==> src/rtl/spi_pkg.sv <==
// Shared definitions for the SPI mode arbiter: arbiter state encoding,
// SPI mode constants and default widths.
package spi_pkg;

  localparam int unsigned SPI_NREQ_DEF    = 2;
  localparam int unsigned SPI_DW_DEF      = 8;
  localparam int unsigned SPI_SETUP_DEF   = 4;
  localparam int unsigned SPI_TIMEOUT_DEF = 1024;

  // SPI modes as {CKP,CPH}
  localparam logic [1:0] MODE0 = 2'b00;
  localparam logic [1:0] MODE1 = 2'b01;
  localparam logic [1:0] MODE2 = 2'b10;
  localparam logic [1:0] MODE3 = 2'b11;

  typedef enum logic [2:0] {
    ARB_IDLE  = 3'd0,
    ARB_SETUP = 3'd1,
    ARB_START = 3'd2,
    ARB_WAIT  = 3'd3,
    ARB_DONE  = 3'd4
  } arb_state_t;

  // Round-robin successor of idx among n requesters
  function automatic int unsigned rr_next(input int unsigned idx, input int unsigned n);
    int unsigned nxt;
    nxt = idx + 32'd1;
    if (nxt >= n) begin
      nxt = 32'd0;
    end else begin
      nxt = nxt;
    end
    return nxt;
  endfunction

endpackage

==> src/rtl/spi_mode_arbiter_rr_pick.sv <==
// rr_pick: combinational round-robin selector. Returns the first requester
// at or after ptr_i (wrapping) whose request is high, as one-hot and index.
module rr_pick #(
  parameter int unsigned NREQ = 2
) (
  input  logic [NREQ-1:0]                         req_i,
  input  logic [((NREQ > 1) ? $clog2(NREQ) : 1)-1:0] ptr_i,
  output logic [NREQ-1:0]                         gnt_oh_o,
  output logic [((NREQ > 1) ? $clog2(NREQ) : 1)-1:0] gnt_idx_o,
  output logic                                    any_o
);

  localparam int unsigned PW = (NREQ > 1) ? $clog2(NREQ) : 1;
  localparam int unsigned CW = PW + 1;

  logic [CW-1:0] cand_s;

  // Scan upward from the pointer with wrap; the first active requester wins
  always_comb begin
    gnt_oh_o  = '0;
    gnt_idx_o = '0;
    any_o     = 1'b0;
    cand_s    = '0;
    for (int k = 0; k < NREQ; k++) begin
      cand_s = {1'b0, ptr_i} + CW'(k);
      if (cand_s >= CW'(NREQ)) begin
        cand_s = cand_s - CW'(NREQ);
      end else begin
        cand_s = cand_s;
      end
      if (!any_o && req_i[cand_s[PW-1:0]]) begin
        any_o                     = 1'b1;
        gnt_idx_o                 = cand_s[PW-1:0];
        gnt_oh_o[cand_s[PW-1:0]]  = 1'b1;
      end else begin
        any_o = any_o;
      end
    end
  end

endmodule

==> src/rtl/spi_mode_arbiter.sv <==
// spi_mode_arbiter: shares one SPI generator between NREQ requesters.
// Round-robin grant, loads the winner's CKP/CPH and tx word, holds them for
// SETUP_CYC cycles so SCK settles at its idle level, pulses start, waits for
// the generator's done and returns the received word.
// Optional watchdog: define SPI_ARB_TIMEOUT_EN to abort a WAIT lasting
// TIMEOUT cycles (rx_o = all ones, sticky err).
module spi_mode_arbiter import spi_pkg::*; #(
  parameter int unsigned NREQ      = SPI_NREQ_DEF,
  parameter int unsigned DW        = SPI_DW_DEF,
  parameter int unsigned SETUP_CYC = SPI_SETUP_DEF,
  parameter int unsigned TIMEOUT   = SPI_TIMEOUT_DEF
) (
  input  logic                 clk,
  input  logic                 reset,
  input  logic [NREQ-1:0]      req,
  input  logic [2*NREQ-1:0]    mode_i,
  input  logic [DW*NREQ-1:0]   tx_i,
  output logic [NREQ-1:0]      gnt,
  output logic [NREQ-1:0]      done,
  output logic [DW-1:0]        rx_o,
  output logic                 busy,
  output logic                 err,
  output logic                 spi_ckp,
  output logic                 spi_cph,
  output logic [DW-1:0]        spi_tx,
  output logic                 spi_start,
  input  logic                 spi_done,
  input  logic [DW-1:0]        spi_rx
);

  localparam int unsigned PW      = (NREQ > 1) ? $clog2(NREQ) : 1;
  localparam int unsigned CNT_MAX = (SETUP_CYC > TIMEOUT) ? SETUP_CYC : TIMEOUT;
  localparam int unsigned CW      = $clog2(CNT_MAX + 1);

  arb_state_t        state_q, state_d;
  logic [CW-1:0]     cnt_q, cnt_d;
  logic [PW-1:0]     ptr_q, ptr_d;
  logic [PW-1:0]     gidx_q, gidx_d;
  logic [NREQ-1:0]   gnt_q, gnt_d;
  logic [NREQ-1:0]   done_q, done_d;
  logic [DW-1:0]     rx_q, rx_d;
  logic              busy_q, busy_d;
  logic              ckp_q, ckp_d;
  logic              cph_q, cph_d;
  logic [DW-1:0]     tx_q, tx_d;
  logic              start_q, start_d;
`ifdef SPI_ARB_TIMEOUT_EN
  logic              err_q, err_d;
`endif

  logic [NREQ-1:0]   pick_oh_s;
  logic [PW-1:0]     pick_idx_s;
  logic              pick_any_s;
  logic [1:0]        pick_mode_s;

  rr_pick #(.NREQ(NREQ)) u_pick (
    .req_i     (req),
    .ptr_i     (ptr_q),
    .gnt_oh_o  (pick_oh_s),
    .gnt_idx_o (pick_idx_s),
    .any_o     (pick_any_s)
  );

  assign pick_mode_s = mode_i[{pick_idx_s, 1'b0} +: 2];

  // Next-state and next-output logic of the arbiter FSM
  always_comb begin
    state_d = state_q;
    cnt_d   = cnt_q;
    ptr_d   = ptr_q;
    gidx_d  = gidx_q;
    gnt_d   = gnt_q;
    done_d  = '0;
    rx_d    = rx_q;
    ckp_d   = ckp_q;
    cph_d   = cph_q;
    tx_d    = tx_q;
    start_d = 1'b0;
`ifdef SPI_ARB_TIMEOUT_EN
    err_d   = err_q;
`endif
    case (state_q)
      ARB_IDLE: begin
        if (pick_any_s) begin
          state_d = ARB_SETUP;
          gnt_d   = pick_oh_s;
          gidx_d  = pick_idx_s;
          ckp_d   = pick_mode_s[1];
          cph_d   = pick_mode_s[0];
          tx_d    = tx_i[DW*int'(pick_idx_s) +: DW];
          cnt_d   = '0;
        end else begin
          state_d = ARB_IDLE;
        end
      end
      ARB_SETUP: begin
        if (cnt_q == CW'(SETUP_CYC - 1)) begin
          state_d = ARB_START;
          start_d = 1'b1;
          cnt_d   = '0;
        end else begin
          cnt_d = cnt_q + CW'(1);
        end
      end
      ARB_START: begin
        state_d = ARB_WAIT;
        cnt_d   = '0;
      end
      ARB_WAIT: begin
        if (spi_done) begin
          state_d = ARB_DONE;
          rx_d    = spi_rx;
          done_d  = gnt_q;
`ifdef SPI_ARB_TIMEOUT_EN
        end else if (cnt_q == CW'(TIMEOUT - 1)) begin
          // Generator never answered: complete with an all-ones word
          state_d = ARB_DONE;
          rx_d    = '1;
          done_d  = gnt_q;
          err_d   = 1'b1;
        end else begin
          cnt_d = cnt_q + CW'(1);
        end
`else
        end else begin
          state_d = ARB_WAIT;
        end
`endif
      end
      ARB_DONE: begin
        state_d = ARB_IDLE;
        gnt_d   = '0;
        ptr_d   = PW'(rr_next(32'(gidx_q), NREQ));
      end
      default: begin
        state_d = ARB_IDLE;
        gnt_d   = '0;
      end
    endcase
    busy_d = (state_d != ARB_IDLE);
  end

  // State and registered outputs; reset forces the generator to idle mode 0
  always_ff @(posedge clk or negedge reset) begin
    if (!reset) begin
      state_q <= ARB_IDLE;
      cnt_q   <= '0;
      ptr_q   <= '0;
      gidx_q  <= '0;
      gnt_q   <= '0;
      done_q  <= '0;
      rx_q    <= '0;
      busy_q  <= 1'b0;
      ckp_q   <= MODE0[1];
      cph_q   <= MODE0[0];
      tx_q    <= '0;
      start_q <= 1'b0;
`ifdef SPI_ARB_TIMEOUT_EN
      err_q   <= 1'b0;
`endif
    end else begin
      state_q <= state_d;
      cnt_q   <= cnt_d;
      ptr_q   <= ptr_d;
      gidx_q  <= gidx_d;
      gnt_q   <= gnt_d;
      done_q  <= done_d;
      rx_q    <= rx_d;
      busy_q  <= busy_d;
      ckp_q   <= ckp_d;
      cph_q   <= cph_d;
      tx_q    <= tx_d;
      start_q <= start_d;
`ifdef SPI_ARB_TIMEOUT_EN
      err_q   <= err_d;
`endif
    end
  end

  assign gnt       = gnt_q;
  assign done      = done_q;
  assign rx_o      = rx_q;
  assign busy      = busy_q;
  assign spi_ckp   = ckp_q;
  assign spi_cph   = cph_q;
  assign spi_tx    = tx_q;
  assign spi_start = start_q;
`ifdef SPI_ARB_TIMEOUT_EN
  assign err       = err_q;
`else
  assign err       = 1'b0;
`endif

endmodule

==> config.mk <==
export PLATFORM = sky130hd
export DESIGN_NAME = spi_mode_arbiter
export DESIGN_NICKNAME = d
export VERILOG_FILES = /design/src/rtl/spi_pkg.sv /design/src/rtl/spi_mode_arbiter_rr_pick.sv /design/src/rtl/spi_mode_arbiter.sv
export SDC_FILE = /design/constraint.sdc
export NUM_CORES = 1
export LEC_CHECK = 0
export ABC_AREA = 1
export ABC_CLOCK_PERIOD_IN_PS = 1770
export BUFFER_PORTS_ARGS = -buffer_cell sky130_fd_sc_hd__buf_4
export CELL_PAD_IN_SITES_DETAIL_PLACEMENT = 0
export CELL_PAD_IN_SITES_GLOBAL_PLACEMENT = 1
export CORE_MARGIN = 1
export CORE_UTILIZATION = 37
export CTS_BUF_LIST = sky130_fd_sc_hd__clkbuf_16
export CTS_CLUSTER_DIAMETER = 60
export DETAILED_ROUTE_END_ITERATION = 6
export GPL_TIMING_DRIVEN = 0
export PLACE_DENSITY = 0.9
export REMOVE_ABC_BUFFERS = 1
export SYNTH_ARGS = -nofsm -noshare
export SYNTH_HDL_FRONTEND = slang
export SYNTH_HIERARCHICAL = 1
export SYNTH_SLANG_ARGS = --single-unit
==> constraint.sdc <==
create_clock -name clk -period 1.77 [get_ports clk]
set_input_delay 0.177 -clock clk [delete_from_list [all_inputs] [get_ports clk]]
set_output_delay 0.177 -clock clk [all_outputs]
set_load 0.05 [all_outputs]
After elaboration in Yosys (flattened, before gate mapping)
Index checks and enable logic that the tools add are counted.
{ "classes": {"addsub": 5, "magnitude_cmp": 7, "n_eq_ne": 6, "n_shift": 2, "n_mux": 30, "bitwise_logic": 2, "n_reduce_logical": 12} }
{ "op_table": {"columns": ["cell", "count"], "rows": [
  ["11-bit one-hot mux with 3 select lines", 1],
  ["11-bit 2-to-1 mux", 2],
  ["1-bit 2-to-1 mux", 16],
  ["16-bit by 5-bit indexed part select with 8-bit output", 1],
  ["3-bit one-hot mux with 4 select lines", 1],
  ["11-bit by 1-bit adder with 11-bit output, second input constant", 1],
  ["11-bit by 2-bit equality test with 1-bit output, second input constant", 1],
  ["2-bit 2-to-1 mux", 5],
  ["2-bit AND reduction", 4],
  ["3-bit by 2-bit equality test with 1-bit output, second input constant", 2],
  ["3-bit 2-to-1 mux", 2],
  ["3-bit nonzero test", 2],
  ["1-bit by 1-bit adder with 2-bit output, second input constant", 2],
  ["2-bit greater-or-equal comparator, second input constant", 2],
  ["1-bit by 2-bit < comparator with 1-bit output, second input constant", 2],
  ["2-bit one-hot mux with 2 select lines", 1],
  ["4-bit by 3-bit indexed part select with 2-bit output", 1],
  ["3-bit by 1-bit equality test with 1-bit output, second input constant", 1],
  ["3-bit equality test, second input constant", 1],
  ["1-bit logical AND", 3],
  ["3-bit zero test", 1],
  ["3-bit OR reduction", 1],
  ["1-bit demux with 1-bit select", 2],
  ["1-bit greater-or-equal comparator, second input constant", 2],
  ["6 further kinds", 7]
]} }
{ "totals": {"reg_bits": 40, "inputBits": 33, "output_inout_bits": 25, "word_cells": 76} }

Depth between registers and ports, before layout
{ "depth": {"depth_word": 11, "mapped_depth": 9, "mapped_depth_nobuf": 8} }

Cells and area by module
Netlist, hierarchy kept.
{ "modules_own_cells": {"columns": ["module", "instances", "cells_per_inst", "area_per_inst_um2", "seq_area_each_um2"], "rows": [
  ["spi_mode_arbiter", 1, 241, 1988.2, 1001.0],
  ["rr_pick", 1, 7, 30.0, 0.0]
]} }

Worst setup path before layout
OpenSTA, ideal clock, no wires.
{ "synth_timing": {"path_type": "reg2reg", "startpoint": "register cnt_q[0]", "endpoint": "register cnt_q[8]", "setup_ns": 0.116, "arrival_ns": 1.156, "required_time_ns": 1.654, "slack_ns": 0.498, "stages_incl_launch_ff": 10, "path_buffers": 1, "period_less_slack_ns": 1.272, "path_cell_list": "dfrtp_1 -> ha_1 -> buf_2 -> inv_1 -> nor2_1 -> nand3_1 -> nand2_1 -> nand2_1 -> nand2_1 -> nand2_1"} }
{ "synth_between": {"elab_chain_len": 3, "elab_cells_between_ends": 4, "classes_between": "add/sub: 1; eq/ne: 1; mux: 2"} }
{ "synth_lines": {"columns": ["element", "line", "rtl"], "rows": [
  ["start, declared", "spi_mode_arbiter.sv:36", "logic [CW-1:0] cnt_q, cnt_d;"],
  ["start signal, assigned", "spi_mode_arbiter.sv:163", "cnt_q <= cnt_d;"],
  ["11-bit by 1-bit adder with 11-bit output / 11-bit by 2-bit equality test with 1-bit output (equally long branches)", "spi_mode_arbiter.sv:102, spi_mode_arbiter.sv:97", null],
  ["11-bit 2-to-1 mux (*)", "spi_mode_arbiter.sv:97", "if (cnt_q == CW'(SETUP_CYC - 1)) begin"],
  ["11-bit one-hot mux with 3 select lines (*)", "spi_mode_arbiter.sv:82", "case (state_q)"]
]} }
Mark *: on every way between the ends. The rest lies on a longest branch, timed or not.
A chain may end at the register's enable or synchronous reset.

Worst setup path after layout
{ "layout_timing": {"startpoint": "register ptr_q", "endpoint": "register ckp_q, in the netlist spi_ckp"} }
{ "layout_between": {"elab_chain_len": 9, "elab_cells_between_ends": 19, "classes_between": "add/sub: 3; order compare: 2; shift: 1; mux: 10; reduce/logical: 3"} }
{ "layout_lines": {"columns": ["element", "line", "rtl"], "rows": [
  ["start, declared", "spi_mode_arbiter.sv:37", "logic [PW-1:0] ptr_q, ptr_d;"],
  ["start signal, assigned", "spi_mode_arbiter.sv:164", "ptr_q <= ptr_d;"],
  ["1-bit by 2-bit greater-or-equal comparator with 1-bit output / 1-bit subtractor (equally long branches)", "spi_mode_arbiter_rr_pick.sv:26, spi_mode_arbiter_rr_pick.sv:27", null],
  ["1-bit 2-to-1 mux", "spi_mode_arbiter_rr_pick.sv:26", "if (cand_s >= CW'(NREQ)) begin"],
  ["1-bit 2-to-1 mux (not written as such) (2 in a row)", "spi_mode_arbiter_rr_pick.sv:31", "if (!any_o && req_i[cand_s[PW-1:0]]) begin"],
  ["1-bit 2-to-1 mux", "spi_mode_arbiter_rr_pick.sv:31", null],
  ["1-bit zero test", "spi_mode_arbiter_rr_pick.sv:31", null],
  ["1-bit logical AND", "spi_mode_arbiter_rr_pick.sv:31", null],
  ["1-bit 2-to-1 mux (*)", "spi_mode_arbiter_rr_pick.sv:31", null],
  ["via pick_idx_s", "spi_mode_arbiter.sv:52", "logic [PW-1:0] pick_idx_s;"],
  ["4-bit by 3-bit indexed part select with 2-bit output (*)", "spi_mode_arbiter.sv:64", "assign pick_mode_s = mode_i[{pick_idx_s, 1'b0} +: 2];"],
  ["end signal, assigned", "spi_mode_arbiter.sv:154", "ckp_q <= MODE0[1];"],
  ["end signal, assigned", "spi_mode_arbiter.sv:170", "ckp_q <= ckp_d;"],
  ["end, declared", "spi_mode_arbiter.sv:43", "logic ckp_q, ckp_d;"]
]} }
Mark *: on every way through the listed nets, which the timed path passes. The rest lies on a longest branch. The select of a mux whose other input is x is not followed.

==> results.sh <==
export IMPL_worstReg2RegEnd="spi_ckp$_DFFE_PN0P_"
export IMPL_min_from="spi_rx[4]"
export IMPL_antenna_found_initial=0
export IMPL_grt_max_degree=41
export IMPL_drive_gt1_frac=0.2632
export IMPL_cts_root_buf="clkbuf_16"
export IMPL_synth_seq_area_share=0.4960
export IMPL_first_iter_violations=104
export IMPL_viasPerCell=4.719
export IMPL_grt_met1_usage=0.2188
export IMPL_yosysUniqueCellTypes=30
export IMPL_ff2ff_setup_slack_ps=180
export IMPL_ys_ff_latch=40
export IMPL_netlist_instances=248
export IMPL_arrival_ps=1750
export IMPL_min_period_over_period=0.8988
export IMPL_timing_fmax_ghz=0.6286
export IMPL_seq_area_um2=1001
export IMPL_ant_nets=0
export IMPL_crit_required_ps=1930
export IMPL_slew_headroom=0.6494
export IMPL_track_usage=0.1632
export IMPL_htreeDepth=2
export IMPL_p_leak_uw=0.001355
export IMPL_finalCriticalPeriod_ps=1591
export IMPL_busiest_layer="met2"
export IMPL_fillers=498
export IMPL_start_util=0.3902
export IMPL_hold_depth=3
export IMPL_num_vias=1765
export IMPL_synth_area_leader_cell="dfrtp_1"
export IMPL_fin_skew_ps=3.799
export IMPL_path_clk_slew_ps=60
export IMPL_drc=0
export IMPL_yosysWarnings=6
export IMPL_coreArea_um2=5172
export IMPL_gr_total_overflow=0
export IMPL_cts_buffers=5
export IMPL_hpwl_mm=3.050
export IMPL_avgSynthCellArea_um2=8.138
export IMPL_multi_input_area_um2=849.6
export IMPL_clock_sinks=40
export IMPL_ir_drop_mv=0.8572
export IMPL_port_buffer_count=56
export IMPL_setup_violations_final=0
export IMPL_r2r_cells=5
export IMPL_powerDensity_nw_per_um2=1713
export IMPL_diodes=0
export IMPL_netlist_area_um2=2018
export IMPL_endpoint_kind="flop"
export IMPL_pre_cts_slack_ps=-121.3
export IMPL_final_nets=338
export IMPL_die_x_um=75.86
export IMPL_min_to="rx_o[4]$_DFFE_PN0P_"
export IMPL_insertion_delay_ps=280
export IMPL_start_kind="flop"
export IMPL_cts_tree="done"
export IMPL_grt_pass1_wl_mm=7.065
export IMPL_status="complete, no violations"
export IMPL_crit_path_max_fanout=11
export IMPL_dieArea_um2=5754
export IMPL_wl_per_cell_um=11.14
export IMPL_io_pins=58
export IMPL_grt_pass1_vias=1636
export IMPL_worstSetupPathType="reg2reg"
export IMPL_cts_max_path_buffers=2
export IMPL_drt_first_pass_iters=4
export IMPL_yosysTopAreaCellShare=0.4960
export IMPL_setup_ws_ps=179.1
export IMPL_use_met3=0.04233
export IMPL_routabilityCongestion=0.7543
export IMPL_synthTopCellsByArea="dfrtp_1, nand2_1, nor2_1, nand3_1, inv_1"
export IMPL_rsz0062_at_grt="false"
export IMPL_hold_viol_final=0
export IMPL_areaGrowthSynthToFinish_pct=29.45
export IMPL_holdCritPathClass="in2reg"
export IMPL_wirelength_mm=4.168
export IMPL_maxSlewViolCount=0
export IMPL_worst_slew_pin_slew_ps=524.1
export IMPL_stdcell_count=374
export IMPL_dp_cells=366
export IMPL_num_rows=26
export IMPL_r2r_start="ptr_q$_DFFE_PN0N_"
export IMPL_die_h_um=75.86
export IMPL_maxCapViolCount=0
export IMPL_met2_usage=0.2507
==> state kept, by name, summed over array words and instances (netlist names) <==
register and count:
spi_cph 1, rx_o 8, gidx_q 1, spi_start 1, cnt_q 11, gnt 2
spi_ckp 1, ptr_q 1, spi_tx 8, done 2, busy 1, state_q 3
==> layout by cell type (no fill, tap or decap), drive strengths merged <==
cell type | netlist | routed
nor3 | 4 | 4
o21ai | 14 | 14
buf | 6 | 56
xor2 | 1 | 1
a21oi | 5 | 5
dfrtp | 40 | 40
nand3 | 22 | 22
nand4 | 5 | 5
a31oi | 1 | 1
nand2 | 73 | 73
clkbuf | 2 | 5
conb | 1 | 1
nand3b | 1 | 1
clkinv | 1 | 2
ha | 1 | 1
nor2 | 33 | 33
inv | 28 | 29
o31ai | 10 | 10
dlygate4sd3 | 0 | 1
==> cell type report <==
class,instances,share of cell area
clock buffers,5,0.04789
clock inverters,2,0.003352
flip-flops and latches,40,0.3831
repair buffers,57,0.1648
inverters,29,0.04215
multi-input cells,171,0.3252
well taps,70,0.03352
==> Yosys cell counts (all sizes together) <==
| cell | count |
|---|---|
| nor3 | 4 |
| nand2 | 73 |
| xor2 | 1 |
| o31ai | 10 |
| clkbuf | 2 |
| inv | 28 |
| nand3b | 1 |
| dfrtp | 40 |
| clkinv | 1 |
| ha | 1 |
| a21oi | 5 |
| nand4 | 5 |
| nor2 | 33 |
| conb | 1 |
| o21ai | 14 |
| buf | 6 |
| nand3 | 22 |
| a31oi | 1 |
==> worst max-delay path, cell delays in order, from the launching register on <==
cell	delay, ps
dfrtp_1	370
inv_1	70
a21oi_2	450
inv_1	310
nor2_1	190
o31ai_2	80
==> routing by layer <==
metal,vias up,part of all wire
li1,903,-
met5,-,0
met2,46,0.47
met4,0,0.016
met1,810,0.46
met3,6,0.053
==> worst max path at each step <==
| stage | cells past startpoint | from | to | slack [ps] |
|---|---|---|---|---|
| 2_1_floorplan | 5 | ptr_q$_DFFE_PN0N_ | spi_ckp$_DFFE_PN0P_ | 310 |
| 3_3_place_gp | 5 | ptr_q$_DFFE_PN0N_ | spi_tx[7]$_DFFE_PN0P_ | -160 |
| 3_5_place_dp | 5 | ptr_q$_DFFE_PN0N_ | spi_ckp$_DFFE_PN0P_ | -120 |
| 4_1_cts | 5 | ptr_q$_DFFE_PN0N_ | spi_ckp$_DFFE_PN0P_ | 190 |
| 5_1_grt | 5 | ptr_q$_DFFE_PN0N_ | spi_ckp$_DFFE_PN0P_ | 3 |
| 6_report | 5 | ptr_q$_DFFE_PN0N_ | spi_ckp$_DFFE_PN0P_ | 180 |
==> report_power, final <==
group / total [µW] / internal [µW] / switching, µW / leakage, µW
Clock: 829 / 505 / 323 / 0.0000709
Combinational: 2200 / 661 / 1540 / 0.000769
Sequential: 1450 / 1230 / 219 / 0.000515
Total: 4480 / 2400 / 2080 / 0.00136
==> cell families after synthesis <==
group / count (synthesis) / share of synthesized area
other: 1 / 0.001858
buffers and inverters: 37 / 0.08493
AO/OA/AOI/OAI: 30 / 0.1042
adder cells (fa/ha/maj): 1 / 0.006199
XOR/XNOR: 1 / 0.004341
flip-flops: 40 / 0.4960
AND/OR/NAND/NOR: 138 / 0.3025
==> repair_timing <==
action,in CTS,in global routing
hold buffers,1,0
hold endpoints to repair,40,0
setup endpoints to repair,11,0
resized for setup,1,0
setup buffers,0,0
==> metrics by stage <==
| stage | hold WS, ps | util | instance area (µm²) | TNS [ps] | total power, µW |
|---|---|---|---|---|---|
| 6_report | 93.13 | 0.5051 | 2613 | 0 | 4475 |
| 5_1_grt | 99.16 | 0.5051 | 2613 | 0 | 4763 |
| 4_1_cts | 87.80 | 0.5051 | 2613 | 0 | 4540 |
| 3_5_place_dp | 185.8 | 0.4765 | 2465 | -1030 | 3677 |
| 3_3_place_gp | 184.7 | 0.4765 | 2465 | -1573 | 3646 |
| 2_1_floorplan | -118.6 | - | 1957 | 0 | 3006 |
Power figures use the tool's default switching activity.
